===== src/rtl/pixel_row_fifo.sv =====
// Row-in / pixel-out FIFO for the PPU pixel pipeline with flush, fine-scroll discard and
// underflow reporting. Define PIXEL_FIFO_MIX_EN to add the sprite-row merge port.
module pixel_row_fifo #(
  parameter int PIXEL_W    = 2,
  parameter int ROW_PIXELS = 8,
  parameter int DEPTH      = 16
) (
  input  logic                            clk_in,
  input  logic                            rst_in,
  input  logic                            tclk_in,
  input  logic                            flush_in,
  input  logic                            push_valid_in,
  input  logic [ROW_PIXELS*PIXEL_W-1:0]   push_pixels_in,
  output logic                            push_ready_out,
  input  logic                            pop_in,
  output logic [PIXEL_W-1:0]              pixel_out,
  output logic                            pixel_valid_out,
  input  logic                            discard_load_in,
  input  logic [2:0]                      discard_cnt_in,
  output logic                            discarding_out,
  output logic [$clog2(DEPTH+1)-1:0]      occupancy_out,
  output logic                            empty_out,
  output logic                            underflow_out
`ifdef PIXEL_FIFO_MIX_EN
  ,
  input  logic                            mix_valid_in,
  input  logic [ROW_PIXELS*PIXEL_W-1:0]   mix_pixels_in,
  output logic                            mix_err_out
`endif
);

  localparam int PW = $clog2(DEPTH);
  localparam int OW = $clog2(DEPTH+1);

  typedef enum logic {ST_STREAM = 1'b0, ST_DISCARD = 1'b1} state_t;

  state_t               state_q, state_d;
  logic [PW-1:0]        wr_ptr_q, wr_ptr_d;
  logic [PW-1:0]        rd_ptr_q, rd_ptr_d;
  logic [OW-1:0]        occ_q, occ_d;
  logic [2:0]           cnt_q, cnt_d;
  logic [PIXEL_W-1:0]   pixel_q, pixel_d;
  logic                 pixel_valid_q, pixel_valid_d;
  logic                 underflow_q, underflow_d;
  logic [PIXEL_W-1:0]   mem_q [DEPTH];
  logic [PIXEL_W-1:0]   mem_m [DEPTH];
  logic [PIXEL_W-1:0]   mem_d [DEPTH];
  logic                 empty;
  logic                 push_fire, load_fire, pop_fire, drop_fire;
`ifdef PIXEL_FIFO_MIX_EN
  logic                 mix_err_q, mix_err_d;
  logic [PIXEL_W-1:0]   mix_px;
  logic [PW-1:0]        mix_idx;
`endif

  assign empty          = (occ_q == '0);
  assign empty_out      = empty;
  assign occupancy_out  = occ_q;
  assign push_ready_out = (occ_q <= OW'(DEPTH - ROW_PIXELS));
  assign discarding_out = (cnt_q != 3'd0);
  assign pixel_out      = pixel_q;
  assign pixel_valid_out = pixel_valid_q;
  assign underflow_out  = underflow_q;
`ifdef PIXEL_FIFO_MIX_EN
  assign mix_err_out    = mix_err_q;
`endif

  always_comb begin
    state_d       = state_q;
    wr_ptr_d      = wr_ptr_q;
    rd_ptr_d      = rd_ptr_q;
    cnt_d         = cnt_q;
    pixel_d       = pixel_q;
    pixel_valid_d = 1'b0;
    underflow_d   = 1'b0;
    mem_m         = mem_q;
    push_fire     = tclk_in & push_valid_in & push_ready_out;
    load_fire     = tclk_in & discard_load_in & (discard_cnt_in != 3'd0);
    pop_fire      = 1'b0;
    drop_fire     = 1'b0;
`ifdef PIXEL_FIFO_MIX_EN
    mix_err_d     = 1'b0;
    mix_px        = '0;
    mix_idx       = '0;
    // Merge lands on the head row before any pop so the popped pixel is the merged one.
    if (tclk_in && mix_valid_in) begin
      if (occ_q >= OW'(ROW_PIXELS)) begin
        for (int i = 0; i < ROW_PIXELS; i++) begin
          mix_idx = rd_ptr_q + PW'(i);
          mix_px  = mix_pixels_in[i*PIXEL_W +: PIXEL_W];
          if (mem_q[mix_idx][1:0] == 2'd0 && mix_px[1:0] != 2'd0)
            mem_m[mix_idx] = mix_px;
        end
      end else begin
        mix_err_d = 1'b1;
      end
    end
`endif
    if (state_q == ST_STREAM) begin
      pop_fire    = tclk_in & pop_in & ~empty;
      underflow_d = tclk_in & pop_in & empty;
    end else begin
      drop_fire   = tclk_in & ~load_fire & ~empty;
    end

    if (pop_fire) begin
      pixel_d       = mem_m[rd_ptr_q];
      pixel_valid_d = 1'b1;
    end
    if (pop_fire || drop_fire)
      rd_ptr_d = rd_ptr_q + PW'(1);

    if (load_fire) begin
      cnt_d   = discard_cnt_in;
      state_d = ST_DISCARD;
    end else if (drop_fire) begin
      cnt_d = cnt_q - 3'd1;
      if (cnt_q == 3'd1)
        state_d = ST_STREAM;
    end

    mem_d = mem_m;
    if (push_fire) begin
      for (int i = 0; i < ROW_PIXELS; i++)
        mem_d[wr_ptr_q + PW'(i)] = push_pixels_in[i*PIXEL_W +: PIXEL_W];
      wr_ptr_d = wr_ptr_q + PW'(ROW_PIXELS);
    end

    occ_d = occ_q + (push_fire ? OW'(ROW_PIXELS) : '0) - OW'(pop_fire | drop_fire);

    // Flush overrides every other same-edge action, including storage writes.
    if (flush_in) begin
      state_d       = ST_STREAM;
      wr_ptr_d      = '0;
      rd_ptr_d      = '0;
      occ_d         = '0;
      cnt_d         = 3'd0;
      pixel_valid_d = 1'b0;
      underflow_d   = 1'b0;
      mem_d         = mem_q;
`ifdef PIXEL_FIFO_MIX_EN
      mix_err_d     = 1'b0;
`endif
    end
  end

  always_ff @(posedge clk_in or negedge rst_in) begin
    if (!rst_in) begin
      state_q       <= ST_STREAM;
      wr_ptr_q      <= '0;
      rd_ptr_q      <= '0;
      occ_q         <= '0;
      cnt_q         <= 3'd0;
      pixel_q       <= '0;
      pixel_valid_q <= 1'b0;
      underflow_q   <= 1'b0;
`ifdef PIXEL_FIFO_MIX_EN
      mix_err_q     <= 1'b0;
`endif
    end else begin
      state_q       <= state_d;
      wr_ptr_q      <= wr_ptr_d;
      rd_ptr_q      <= rd_ptr_d;
      occ_q         <= occ_d;
      cnt_q         <= cnt_d;
      pixel_q       <= pixel_d;
      pixel_valid_q <= pixel_valid_d;
      underflow_q   <= underflow_d;
`ifdef PIXEL_FIFO_MIX_EN
      mix_err_q     <= mix_err_d;
`endif
    end
  end

  // Pixel storage is data only and carries no reset.
  always_ff @(posedge clk_in) begin
    mem_q <= mem_d;
  end

endmodule

===== config.mk =====
export PLATFORM = sky130hd
export DESIGN_NAME = pixel_row_fifo
export DESIGN_NICKNAME = d
export VERILOG_FILES = /design/src/rtl/pixel_row_fifo.sv
export SDC_FILE = /design/constraint.sdc
export NUM_CORES = 1
export LEC_CHECK = 0
export CAP_MARGIN = 20
export CORE_MARGIN = 1
export CORE_UTILIZATION = 40
export CTS_CLUSTER_SIZE = 28
export DETAILED_ROUTE_END_ITERATION = 6
export DONT_BUFFER_PORTS = 1
export HOLD_SLACK_MARGIN = 0.06
export PLACE_DENSITY_LB_ADDON = 0.15
export SYNTH_ARGS = -nofsm -noshare
export SYNTH_HDL_FRONTEND = slang
export SYNTH_SLANG_ARGS = --single-unit

===== constraint.sdc =====
create_clock -name clk_in -period 4.2 [get_ports clk_in]
set_input_delay 0.42 -clock clk_in [delete_from_list [all_inputs] [get_ports clk_in]]
set_output_delay 0.42 -clock clk_in [all_outputs]
set_load 0.05 [all_outputs]

# ---- Word-level counts from Yosys, hierarchy flattened
# Cells that the tools add are included.
dict set report word_totals {
  reg_bits 53
  out_inout_bits 12
  inputBits 26
}
dict set report op_classes {
  n_bitwise 22
  n_lt_le_gt_ge 18
  reduce_logical 18
  n_addsub 12
  eq_ne 1
  n_mux 46
}
# operator n
set op_table {}
lappend op_table {{bitwise mux 32 bit} 8}
lappend op_table {{demux 2 bit (select 4 bit)} 8}
lappend op_table {{>= comparator 5 bit, second input constant} 9}
lappend op_table {{NOT 4 -> 5 bit} 9}
lappend op_table {{less-than comparator 5 x 1 -> 1 bit, second input constant} 8}
lappend op_table {{two-way mux 2 bit} 10}
lappend op_table {{two-way mux 4 bit} 5}
lappend op_table {{adder 4 x 3 -> 4 bit, second input constant} 4}
lappend op_table {{nonzero test 3 bit} 4}
lappend op_table {{two-way mux 1 bit} 10}
lappend op_table {{AND 1 bit} 9}
lappend op_table {{two-way mux 3 bit} 3}
lappend op_table {{adder 4 x 1 -> 4 bit, second input constant} 2}
lappend op_table {{adder 4 x 2 -> 4 bit, second input constant} 2}
lappend op_table {{binary-select mux 2 bit (select 4 bit)} 1}
lappend op_table {{logical AND 1 bit} 8}
lappend op_table {{adder 5 x 4 -> 5 bit} 1}
lappend op_table {{less-or-equal comparator 5 x 4 -> 1 bit, second input constant} 1}
lappend op_table {{zero test 5 bit} 1}
lappend op_table {{two-way mux 5 bit} 1}
lappend op_table {{subtractor 5 x 1 -> 5 bit} 1}
lappend op_table {{adder 4 bit, second input constant} 1}
lappend op_table {{AND reduction 2 bit} 2}
lappend op_table {{nonzero test 2 bit} 2}
lappend op_table {{other kinds (5)} 7}

# ---- Longest topological paths before layout
# Gate-level depths: netlist (run 1).
dict set report depth {
  word_depth 13
  mapped_depth 11
  ltp_nobuf 10
}

# ---- Worst setup path after synthesis (run 1)
# No wires, ideal clock.
dict set report synth_timing {
  path_type {register to register}
  from {register occ_q[1] (netlist: occupancy_out[1])}
  to {register mem_q (netlist bit mem_m[10]) (enable)}
  setup_slack_ns 1.556
  t_required_ns 3.815
  period_less_slack_ns 2.644
  setup_ns 0.385
  path_stages_with_launch 6
  arrival_time_ns 2.259
  path_cell_list {dfrtp_1 -> or3_1 -> buf_6 -> a211o_1 -> buf_6 -> nor3b_1}
}
dict set report synth_between {
  elab_chain_cells 3
}
# element line
set synth_lines {}
lappend synth_lines {{from (decl)} 40} ;# logic [OW-1:0] occ_q, occ_d;
lappend synth_lines {{from (signal assigned)} 152} ;# occ_q <= '0;
lappend synth_lines {{from (signal assigned)} 164} ;# occ_q <= occ_d;
lappend synth_lines {{less-or-equal comparator 5 x 4 -> 1 bit} 59} ;# assign push_ready_out = (occ_q <= OW'(DEPTH - ROW_PIXELS));
lappend synth_lines {{AND 1 bit} 77} ;# push_fire = tclk_in & push_valid_in & push_ready_out;
lappend synth_lines {{AND reduction 2 bit (no line)} --}
lappend synth_lines {{to (signal assigned)} 177} ;# mem_q <= mem_d;
lappend synth_lines {{to (decl)} 45} ;# logic [PIXEL_W-1:0] mem_q [DEPTH];
# No other way between the ends.
# A chain may end at the register's enable or synchronous reset.

# ---- Worst setup path in the final report (run 1)
dict set report layout_timing {
  from {register occ_q[1] (netlist: occupancy_out[1])}
  to {register occ_q[4] (netlist: occupancy_out[4])}
}
dict set report layout_between {
  elab_chain_cells 7
  word_cells_on_any_way 13
}
# element line
set layout_lines {}
lappend layout_lines {{parallel branches: the longest is 5 deep, another holds less-or-equal comparator 5 x 4 -> 1 bit} --}
lappend layout_lines {{subtractor 5 x 1 -> 5 bit *} 129} ;# occ_d = occ_q + (push_fire ? OW'(ROW_PIXELS) : '0) - OW'(pop_fire | drop_fire);
lappend layout_lines {{two-way mux 5 bit *} 132} ;# if (flush_in) begin
lappend layout_lines {{via occ_d[4]} 40}
# Mark *: on every way through the listed nets, which the timed path passes.

==> impl_metrics.json, run 1 <==
{
  "io_pins": 38,
  "status": "complete, no violations",
  "wl_mm": 4.861,
  "synth_edf_count": 32,
  "synth-seq-cells": 50,
  "first_pass_iters": 4,
  "grt_pass1_vias": 1594,
  "powerDensity_nw_per_um2": 512.8,
  "grt_max_degree": 42,
  "cts_htree_levels": 2,
  "chipHeight_um": 82.74,
  "ys_warn_count": 0,
  "synth_ff_type": "edfxtp_1",
  "drv_cap": 0,
  "cts_tree": "built",
  "drtAntennaViolNets": 0,
  "grtUsageTotal": 0.1590,
  "min_period_ns": 2.881,
  "final_common_cell": "edfxtp_1",
  "synth_cells": 216,
  "stdcell_area_um2": 2761,
  "core_area_um2": 6314,
  "final_cell_mix": "32 x edfxtp_1, 19 x nor2b_1, 18 x dfrtp_1",
  "grt_pass1_wl_mm": 7.900,
  "vias_per_cell": 5.318,
  "drive_gt1_frac": 0.09434,
  "grt_antenna_before_repair": 0,
  "clockBufferDepth": 2,
  "finalMaxSlewViolations": 0,
  "numCtsBuffers": 5,
  "clock_skew_ns": 0.008181,
  "initial_core_util": 0.4130,
  "area_growth_pct": 5.902,
  "post_cts_buffers": 0,
  "yosysSeqAreaShare": 0.5413,
  "drcViolationCount": 0,
  "fp.dieW_um": 82.74,
  "drt_iter0_markers": 45,
  "cts_resized": 0,
  "synth_cell_types": 41,
  "fp-row-count": 29,
  "clk_latency_ns": 0.30,
  "period_share": 0.6860,
  "io_buffers": 0,
  "nFillCells": 607,
  "grt_setup_unrepaired": "false",
  "power.leakage_nw": 1.004,
  "async_flop_share": 0.3600,
  "maxSlewHeadroom": 0.3108,
  "setup_viol": 0,
  "worstSetupEndpointType": "register",
  "hold_viol": 0,
  "path_class": "reg2reg",
  "via_count": 1537,
  "place_hpwl_mm": 3.477,
  "fp.dieArea_um2": 6846,
  "placed_cell_area_um2": 2639,
  "root_buffer": "clkbuf_8",
  "antenna-diode-count": 0,
  "seq_area_um2": 1411,
  "syn_area_um2": 2608,
  "avgRoutedWirePerCell_um": 16.82,
  "multi_input_area_um2": 1079,
  "final_nets": 247,
  "syn_avg_cell_area_um2": 12.07,
  "worstMarginPinSlew_ns": 1.037,
  "startpoint_type": "register",
  "r2r_slack_ns": 1.32,
  "setup_tns_ns": 0,
  "crit_fanout": 10,
  "synth_nets": 252,
  "cts.sinks": 50,
  "fmax_ghz": 0.3471,
  "hp-class": "in2reg",
  "clkTransAtPathRegs_ns": 0.09,
  "required_ns": 4.40,
  "gp_congestion": 0.7659,
  "vdd_drop_max_uv": 284.2,
  "cp.arrival_ns": 3.08,
  "gr-total-overflow": 0
}
[state kept, by name, summed over array words and instances, names as in the netlist]
register	count
mem_m	32
occupancy_out	5
rd_ptr_q	4
cnt_q	3
pixel_out	2
pixel_valid_out	1
state_q	1
underflow_out	1
wr_ptr_q	1
[cell families after synthesis]
logic type                 after synthesis  share of synthesized area
AOI/OAI and AO/OA                       27                    0.08349
xor gates and xnor gates                 6                    0.02016
adders and majority gates               10                    0.05086
buffers and inverters                   26                    0.04510
DFF                                     50                     0.5413
muxes                                   14                    0.07342
and+or+nand+nor                         83                     0.1857
[final cells by class]
class                      instances  area share
multi-input combinational        140      0.3906
clock buffer                       5     0.02492
inverter                          10     0.01359
timing repair buffer               4     0.01903
sequential                        50      0.5111
clock inverter                     3    0.005890
tap                               77     0.03489
[cell usage after synthesis (3+ instances only)]
library cell	n	area, um2
nand2b_1	6	37.54
buf_2	4	20.02
or3_1	3	18.77
nand4_1	4	25.02
nand3_1	3	15.01
a21oi_1	6	30.03
dfrtp_1	18	450.4
edfxtp_1	32	960.9
mux4_2	4	90.09
o21ai_0	5	25.02
mux2i_1	9	90.09
nor3b_1	3	22.52
nor3_1	6	30.03
o2111ai_1	3	26.28
and2_1	16	100.1
nand2_1	5	18.77
xor2_1	3	26.28
inv_1	10	37.54
clkbuf_1	9	33.78
nor2_1	11	41.29
xnor2_1	3	26.28
nor2b_1	19	118.9
ha_1	9	112.6
[through the flow]
step	hold WS, ns	worst slack (ns)	cells	total power [mW]	utilization
final	0.1706	1.319	289	1.416	0.4374
after detailed placement	0.1251	1.317	279	1.137	0.4180
after global routing	0.1549	1.181	289	1.502	0.4374
after floorplan	0.1244	1.556	216	1.089	-
after global placement	0.1250	1.415	279	1.121	0.4180
after CTS	0.1545	1.298	288	1.417	0.4330
[critical path, stage by stage (launching register included)]
cell,delay [ns]
dfrtp_1,0.60
or3_1,0.64
a211o_1,0.51
ha_1,0.34
inv_1,0.04
ha_1,0.30
a21oi_1,0.17
xnor2_1,0.14
nor2_1,0.05
[path summary, 6_finish.rpt]
check                                      start          endpoint  cells after the start
worst max register to register  occupancy_out[1]  occupancy_out[4]                      8
max in group asynchronous                 rst_in       rd_ptr_q[2]                      1
worst min-delay path                    flush_in       wr_ptr_q[3]                      1
min in group asynchronous                 rst_in  occupancy_out[3]                      1
worst min register to register          cnt_q[1]          cnt_q[1]                      2
worst max-delay path            occupancy_out[1]  occupancy_out[4]                      8
[power breakdown]
part	switching, mW	internal [mW]
clock	0.164	0.115
sequential	0.151	0.582
combinational	0.242	0.163
total	0.557	0.859
[layer usage]
layer | track usage | routed length, um
met1 | 0.2099 | 2197
met4 | 0.04655 | 27
met2 | 0.2566 | 2410
met5 | 0 | 0
met3 | 0.04066 | 225
[timing repair]
item                       CTS  global route
hold buffers                 1             0
setup endpoints to repair    0             0
hold endpoints to repair    18             0
Note: power is estimated with default switching activity, not from simulation.
==> run 2: changes to the inputs <==
==> constraint.sdc (replaced) <==
create_clock -name clk_in -period 3 [get_ports clk_in]
set_input_delay 0.3 -clock clk_in [delete_from_list [all_inputs] [get_ports clk_in]]
set_output_delay 0.3 -clock clk_in [all_outputs]
set_load 0.05 [all_outputs]
==> run 2 against run 1 <==
First-iteration DRC count stayed put. Hold slack worse by 0.026 ns. Register-to-register slack worse by 0.90 ns. Design area is 3.3% higher. Largest power group unchanged. Critical endpoint unchanged. Critical path depth stayed put. Combinational power is 78% higher. Clock-buffer cell count is 1 higher. Worst setup slack worse by 0.90 ns. Die area stayed put. Fmax is 12% higher.
==> impl_metrics.json, run 2 (synthesized netlist as in run 1, its figures left out) <==
{
  "status": "complete, no violations",
  "first_pass_iters": 5,
  "cp.arrival_ns": 2.76,
  "grt_antenna_before_repair": 0,
  "powerDensity_nw_per_um2": 716.7,
  "seq_area_um2": 1411,
  "clkTransAtPathRegs_ns": 0.09,
  "drive_gt1_frac": 0.1300,
  "gp_congestion": 0.7348,
  "clock_skew_ns": 0.008464,
  "setup_viol": 0,
  "final_common_cell": "edfxtp_1",
  "r2r_slack_ns": 0.42,
  "drv_cap": 0,
  "numCtsBuffers": 5,
  "cts_htree_levels": 2,
  "grt_pass1_vias": 1593,
  "startpoint_type": "register",
  "min_period_ns": 2.581,
  "finalMaxSlewViolations": 0,
  "crit_family": "compound AO/OA/AOI/OAI gates",
  "vias_per_cell": 5.337,
  "clockBufferDepth": 2,
  "via_count": 1601,
  "critPathSlowestCell": "or3_1",
  "hp-class": "in2reg",
  "grt_max_degree": 42,
  "pre_cts_ws_ns": 0.4417,
  "final_nets": 258,
  "period_share": 0.8603,
  "path_common_cell": "ha_1",
  "timing.final.ws_setup_ns": 0.4190,
  "grt_setup_unrepaired": "false",
  "io_pins": 38,
  "critPathLaunch": "occupancy_out[1]",
  "place_hpwl_mm": 3.583,
  "fp-row-count": 29,
  "crit_fanout": 10,
  "cts_tree": "built",
  "min_from": "discard_load_in",
  "root_buffer": "clkbuf_8",
  "nFillCells": 604,
  "avgRoutedWirePerCell_um": 16.40,
  "grt_pass1_wl_mm": 7.817,
  "initial_core_util": 0.4130,
  "multi_input_area_um2": 1079,
  "r2r_cells": 8,
  "power.leakage_nw": 1.054,
  "fp.dieW_um": 82.74,
  "path_class": "reg2reg",
  "fmax_ghz": 0.3875,
  "r2r-start": "occupancy_out[1]",
  "maxSlewHeadroom": 0.4462,
  "worstMarginPinSlew_ns": 0.8280,
  "drt_iter0_markers": 45,
  "drcViolationCount": 0,
  "io_buffers": 0,
  "wl_mm": 4.919,
  "area_growth_pct": 9.357,
  "setup_tns_ns": 0,
  "cts_resized": 0,
  "cts.sinks": 50,
  "cp.depth": 8,
  "largest_reg_flops": 32,
  "vdd_drop_max_uv": 287.5,
  "grtUsageTotal": 0.1599,
  "core_area_um2": 6314,
  "required_ns": 3.17,
  "hold_viol": 0,
  "final_cell_mix": "32 x edfxtp_1, 19 x nor2b_1, 18 x dfrtp_1",
  "chipHeight_um": 82.74,
  "critPathMaxStageDelay_ns": 0.55,
  "drtAntennaViolNets": 0,
  "gr-total-overflow": 0,
  "worstSetupEndpointType": "register",
  "crit_chain": "or3_1, a211o_1, ha_1, inv_1, ha_1, a21oi_1, xnor2_1, nor2_1",
  "hold_depth": 2,
  "antenna-diode-count": 0,
  "fp.dieArea_um2": 6846,
  "clk_latency_ns": 0.30,
  "crit_buf_inv": 1
}
run 2: cell types whose count changed in the layout (fill, tap and decap cells not counted), sizes merged:
cell and delta:
clkinvlp +1, clkbuf +1, buf +9, dlygate4sd3 +2
clkinv -2
run 2: timing repair:
| item | 4_1_cts | 5_1_grt |
|---|---|---|
| hold buffers | 3 | 0 |
| setup endpoints to repair | 0 | 0 |
| setup buffers | 0 | 0 |
| hold endpoints to repair | 29 | 0 |
run 2: stage by stage:
| stage | cell area [um2] | util | cells | total power, mW | hold WS, ns |
|---|---|---|---|---|---|
| floorplan | 2608 | - | 216 | 1.524 | 0.004409 |
| global route | 2851 | 0.4516 | 300 | 2.171 | 0.1546 |
| global placement | 2706 | 0.4287 | 288 | 1.631 | 0.004931 |
| CTS | 2824 | 0.4473 | 299 | 2.050 | 0.1406 |
| detailed placement | 2706 | 0.4287 | 288 | 1.651 | 0.005104 |
| finish | 2851 | 0.4516 | 300 | 2.044 | 0.1444 |
run 2: layout make-up:
cell class	count	share of cell area
Sequential cell	50	0.4950
Tap cell	77	0.03379
Inverter	10	0.01316
Clock inverter	2	0.005265
Timing Repair Buffer	15	0.04914
Clock buffer	6	0.02545
Multi-Input combinational cell	140	0.3782
run 2: where the power goes:
part           switching (mW)  leakage [nW]  internal (mW)
combinational           0.441         0.472          0.278
clock                   0.224        0.0374          0.165
sequential              0.120         0.545          0.817
total                   0.784          1.05           1.26
run 2: path summary, 6_finish.rpt:
check / to
min in group asynchronous: pixel_out[1]
setup reg to reg: occupancy_out[4]
hold / removal: cnt_q[1]
setup / recovery: occupancy_out[4]
max in group asynchronous: state_q
hold reg to reg: cnt_q[1]
run 2: worst reg2reg max path, cell delays in order, from the launching register on:
cell and delay, ns:
dfrtp_1 0.38, or3_1 0.55, a211o_1 0.50, ha_1 0.34, inv_1 0.04, ha_1 0.29, a21oi_1 0.17, xnor2_1 0.13
nor2_1 0.05
run 2: layer usage:
layer	part of all wire	GRT usage	vias to the layer above
li1	-	-	775
met1	0.45	0.2075	787
met2	0.50	0.2631	33
met3	0.043	0.04066	6
met4	0.011	0.04655	0
met5	0	0	-
